$ cat src/rtl/prog_rom_loader_pkg.sv
// Shared types and constants for the program-ROM loader and the 4-bit CPU programs it serves.
package prog_rom_loader_pkg;
  localparam int ADDR_W_DEF = 4;
  localparam int DATA_W_DEF = 8;

  typedef enum logic [1:0] {
    ST_HALT    = 2'd0,
    ST_LOAD    = 2'd1,
    ST_RELEASE = 2'd2,
    ST_RUN     = 2'd3
  } state_e;

  // CPU opcodes live in instr[7:4]; instr[3:0] is the immediate.
  localparam logic [3:0] OP_NOP   = 4'h0;
  localparam logic [3:0] OP_MOV_A = 4'h1;
  localparam logic [3:0] OP_OUT_A = 4'h2;
  localparam logic [3:0] OP_JMP   = 4'h3;

  function automatic logic [7:0] mk_instr(input logic [3:0] op, input logic [3:0] imm);
    return {op, imm};
  endfunction
endpackage

$ cat src/rtl/prog_mem_16x8.sv
// Program store: one synchronous write port, one asynchronous read port, synchronous clear.
module prog_mem_16x8 #(
  parameter int ADDR_W = 4,
  parameter int DATA_W = 8
) (
  input  logic              clk,
  input  logic              n_reset,
  input  logic              we_i,
  input  logic [ADDR_W-1:0] waddr_i,
  input  logic [DATA_W-1:0] wdata_i,
  input  logic [ADDR_W-1:0] raddr_i,
  output logic [DATA_W-1:0] rdata_o
);
  localparam int DEPTH = 1 << ADDR_W;

  logic [DATA_W-1:0] mem_q [DEPTH];

  always_ff @(posedge clk) begin
    if (!n_reset) begin
      for (int i = 0; i < DEPTH; i++) mem_q[i] <= '0;
    end else if (we_i) begin
      mem_q[waddr_i] <= wdata_i;
    end
  end

  assign rdata_o = mem_q[raddr_i];
endmodule

$ cat src/rtl/prog_rom_loader.sv
// Fetch responder for the 4-bit CPU: loads the program store over a byte port and sequences CPU reset.
module prog_rom_loader
  import prog_rom_loader_pkg::*;
#(
  parameter int ADDR_W = ADDR_W_DEF,
  parameter int DATA_W = DATA_W_DEF
) (
  input  logic              clk,
  input  logic              n_reset,
  input  logic [ADDR_W-1:0] address,
  output logic [DATA_W-1:0] instr,
  input  logic              ld_start,
  input  logic              ld_valid,
  input  logic [DATA_W-1:0] ld_data,
  output logic              ld_ready,
  output logic              ld_done,
  output logic              cpu_n_reset,
  output logic [DATA_W-1:0] checksum,
  output state_e            dbg_state
);
  // Load port: a byte moves when ld_valid && ld_ready are both high at a posedge.
  // ld_ready is high for the whole LOAD state; a same-cycle ld_start drops the byte.
  state_e            state_q;
  logic [ADDR_W-1:0] wr_ptr_q;
  logic [DATA_W-1:0] sum_q;
  logic [DATA_W-1:0] checksum_q;
  logic              ld_ready_q;
  logic              ld_done_q;
  logic              cpu_n_reset_q;

  logic              xfer;
  logic              mem_we;
  logic [DATA_W-1:0] sum_d;
  logic [DATA_W-1:0] rd_data;

  assign xfer   = (state_q == ST_LOAD) && ld_valid && ld_ready_q;
  assign mem_we = xfer && !ld_start;
  assign sum_d  = sum_q + ld_data;

  always_ff @(posedge clk) begin
    if (!n_reset) begin
      state_q       <= ST_HALT;
      wr_ptr_q      <= '0;
      sum_q         <= '0;
      checksum_q    <= '0;
      ld_ready_q    <= 1'b0;
      ld_done_q     <= 1'b0;
      cpu_n_reset_q <= 1'b0;
    end else begin
      ld_done_q <= 1'b0;
      case (state_q)
        ST_HALT: begin
          if (ld_start) begin
            state_q    <= ST_LOAD;
            wr_ptr_q   <= '0;
            sum_q      <= '0;
            ld_ready_q <= 1'b1;
          end
        end
        ST_LOAD: begin
          if (ld_start) begin
            wr_ptr_q <= '0;
            sum_q    <= '0;
          end else if (xfer) begin
            sum_q    <= sum_d;
            wr_ptr_q <= wr_ptr_q + 1'b1;
            if (&wr_ptr_q) begin
              state_q    <= ST_RELEASE;
              ld_done_q  <= 1'b1;
              checksum_q <= sum_d;
              ld_ready_q <= 1'b0;
            end
          end
        end
        ST_RELEASE: begin
          // CPU has seen reset at least once after the final write; let it go now.
          state_q       <= ST_RUN;
          cpu_n_reset_q <= 1'b1;
        end
        ST_RUN: begin
          if (ld_start) begin
            state_q       <= ST_LOAD;
            cpu_n_reset_q <= 1'b0;
            wr_ptr_q      <= '0;
            sum_q         <= '0;
            ld_ready_q    <= 1'b1;
          end
        end
        default: state_q <= ST_HALT;
      endcase
    end
  end

  prog_mem_16x8 #(.ADDR_W(ADDR_W), .DATA_W(DATA_W)) u_mem (
    .clk     (clk),
    .n_reset (n_reset),
    .we_i    (mem_we),
    .waddr_i (wr_ptr_q),
    .wdata_i (ld_data),
    .raddr_i (address),
    .rdata_o (rd_data)
  );

  assign instr       = (state_q == ST_RUN) ? rd_data : '0;
  assign ld_ready    = ld_ready_q;
  assign ld_done     = ld_done_q;
  assign cpu_n_reset = cpu_n_reset_q;
  assign checksum    = checksum_q;
  assign dbg_state   = state_q;
endmodule

$ cat config.mk
export PLATFORM = sky130hd
export DESIGN_NAME = prog_rom_loader
export DESIGN_NICKNAME = d
export VERILOG_FILES = /design/src/rtl/prog_rom_loader_pkg.sv /design/src/rtl/prog_mem_16x8.sv /design/src/rtl/prog_rom_loader.sv
export SDC_FILE = /design/constraint.sdc
export NUM_CORES = 1
export LEC_CHECK = 0
export CELL_PAD_IN_SITES_DETAIL_PLACEMENT = 1
export CELL_PAD_IN_SITES_GLOBAL_PLACEMENT = 2
export CORE_UTILIZATION = 24
export CTS_CLUSTER_SIZE = 8
export DETAILED_ROUTE_END_ITERATION = 8
export GPL_TIMING_DRIVEN = 0
export HOLD_SLACK_MARGIN = 0.03
export PLACE_DENSITY = 0.55
export SLEW_MARGIN = 30
export SYNTH_ARGS = -nofsm -noshare
export SYNTH_HDL_FRONTEND = slang
export SYNTH_HIERARCHICAL = 1
export SYNTH_SLANG_ARGS = --single-unit
$ cat constraint.sdc
create_clock -name clk -period 4.5 [get_ports clk]
set_input_delay 0.45 -clock clk [delete_from_list [all_inputs] [get_ports clk]]
set_output_delay 0.45 -clock clk [all_outputs]
set_load 0.02 [all_outputs]
==> results.cfg <==
[die]
die-width_microns = 178
die_y_microns = 178
initial_core_util_pct = 24.3
rows = 64
io_pins = 37
die_area_sq_mm = 0.0316
core_sq_mm = 0.0305

[sta]
slew_viol_final = 0
fin_worst_skew_ps = 10.8
tns_ps = 0
finalHoldViolCount = 0
layout_worst_path_cycle_share_pct = 75.4
fmax_mhz = 295
min_period_ps = 3390
worstMarginPinSlew_ps = 998
relSlewSlack_pct = 33.0
timing.final.ws_setup_ps = 1110
rsz0062_at_grt = no
setup_viol = 0

[placed_design]
post-place-ws_ps = 984
dpl.hpwl_mm = 15.1
placed_cell_area_sq_mm = 0.00832
io_buffers = 34
place.gp.congestion = 0.782

[global_route]
grt_usage_pct = 14.1
gr-total-overflow = 0
grt_pass1_wl_mm = 31.7
antenna_found_initial = 1
grt_pass1_vias = 5102
grt_max_degree = 17

[critical_path]
reg2reg_to = u_mem/mem_q[12][6]
cp_slowest_cell = clkdlybuf4s50_1
r2r_cells = 6
critPathLaunchType = primary input
cp_max_fo = 10
crit_chain = clkdlybuf4s50_1 -> buf_2 -> mux4_1 -> a22oi_1 -> nand2_1 -> and2_1 -> clkdlybuf4s50_1
crit_type = primary input to output port
slowest_delay_ps = 580
crit_top_cell = clkdlybuf4s50_1
cp-end-kind = output port
cp.required_ps = 4050
worstPathArrival_ps = 2940
r2r_start = dbg_state[0]
r2r_slack_ps = 1480
crit_family = buffers and inverters
path_buf_inv = 3

[synthesis]
synth_top_area_share_pct = 51.8
synthCells = 549
syn-mean-instance-area_sq_um = 13.5
yosys_warnings = 6
async_flop_share_pct = 0
synth_edf_count = 128
syn_nets = 578
synth_area_leaders = edfxtp_1 52%, and2_1 12%, dfxtp_1 6.7%, mux4_1 5.7%, mux4_2 4.9%
yosysTopAreaCell = edfxtp_1
syn_area_sq_mm = 0.00742
ys_seq_elements = 153
ys_seq_area_share_pct = 58.5
synth_flop_cell = edfxtp_1
yosysUniqueCellTypes = 52

[layout]
final_cell_mix = 141 x and2_1, 128 x edfxtp_1, 34 x clkdlybuf4s50_1
nNetsFinal = 638
diodes = 0
synthToLayoutAreaGrowth_pct = 20.0
design_area_sq_mm = 0.00890
layout_commonest_cell = and2_1
drive_gt1_share_pct = 12.9

[route]
drc = 0
wl_per_cell_microns = 21.0
ant_nets = 0
drt_iter0_markers = 167
dr.pass1.iters = 4
wirelength_mm = 21.4
via_count = 4688
routed_via_density = 4.61

[run_status]
status = complete, no violations

[worst_hold_path]
min_to = ld_ready
hp-class = primary input to register
whs_path_depth = 3
hold_start = ld_start

[clock_network]
cts_buffers = 17
cts_tree = yes
cts_hold_buf = 0
clk_pin_slew_ps = 70
postCtsSetupRepairBufs = 0
cts.htree.levels = 4
ctsLongestPathBuffers = 2
clock_sinks = 153
root_buffer = clkbuf_16
cts_resized = 0
clock_latency_ps = 430

[power_and_ir_drop]
leakage_uw = 0.00321
irDropWorstVdd_mv = 0.225
pwr_density_cell_mw_per_mm2 = 398

[run]
maxCapViolCount = 0
==> through the flow <==
step	util (%)	hold slack (ps)	std cells	power, uW
after CTS	29.2	296	1018	3600
after detailed placement	27.3	453	986	2170
after global routing	29.2	326	1018	3690
after global placement	27.1	455	979	2150
after floorplan	-	458	549	1960
final	29.2	317	1018	3550
==> Yosys cell counts, types with 3 or more instances <==
| library cell | number |
|---|---|
| buf_2 | 5 |
| xnor2_1 | 3 |
| ha_1 | 12 |
| mux4_2 | 16 |
| nand3_1 | 5 |
| and2_1 | 141 |
| nor2_1 | 32 |
| nor2b_1 | 4 |
| edfxtp_1 | 128 |
| inv_1 | 3 |
| buf_4 | 3 |
| buf_6 | 5 |
| a22oi_1 | 17 |
| clkbuf_1 | 11 |
| dfxtp_1 | 25 |
| and3_1 | 6 |
| a211oi_1 | 3 |
| nor3_1 | 5 |
| o21ai_0 | 19 |
| mux4_1 | 16 |
| nand2_1 | 25 |
| a21oi_1 | 17 |
| nand2b_1 | 7 |
| a21o_1 | 3 |
| clkdlybuf4s25_2 | 3 |
==> power by group <==
group / switching, uW / internal, uW
combinational: 300 / 194
sequential: 35.7 / 1600
clock: 634 / 785
==> worst max path at each step <==
stage / startpoint / to / slack (ps) / cells after the start
finish: address[1] / instr[0] / 1110 / 7
global route: address[1] / instr[7] / 1050 / 7
floorplan: dbg_state[0] / u_mem/mem_q[6][0] / 2060 / 5
global placement: n_reset / u_mem/mem_q[12][1] / 810 / 5
CTS: address[1] / instr[0] / 1080 / 7
detailed placement: n_reset / u_mem/mem_q[8][7] / 980 / 5
==> worst reg2reg max path: stages, from the launching register on <==
cell	delay, ps
dfxtp_1	450
ha_1	310
and4b_1	240
buf_6	160
nand4_1	340
nor3_2	630
nand2b_1	540
==> state kept, by name (all words and copies together) (netlist names) <==
name / flops
checksum: 8
cpu_n_reset: 1
dbg_state: 2
ld_done: 1
ld_ready: 1
sum_q: 8
u_mem/mem_q: 128
wr_ptr_q: 4
==> per-layer routing <==
layer	vias up	share of wire, %	global-route usage [%]
li1	2176	-	-
met5	-	0	0
met1	2414	42	16.6
met3	12	3.9	2.63
met2	86	53	26.3
met4	0	0.93	3.31
==> final cells by class <==
| type | instances | area (sq um) |
|---|---|---|
| buffer | 27 | 175 |
| clock buffer | 18 | 429 |
| clock inverter | 14 | 149 |
| fill | 3276 | 21600 |
| inverter | 4 | 15.0 |
| multi-input combinational | 365 | 2900 |
| sequential | 153 | 4340 |
| tap | 396 | 495 |
| timing repair buffer | 41 | 393 |
==> kinds of logic after synthesis <==
kind of cell,Yosys count,share of synthesized area (%)
adder cells (fa/ha/maj),13,2.29
XOR/XNOR,4,0.472
AO/OA/AOI/OAI,74,6.54
AND/OR/NAND/NOR,242,19.1
buffers and inverters,31,2.56
flip-flops,153,58.5
multiplexers,32,10.5
Power figures use the tool's default switching activity.
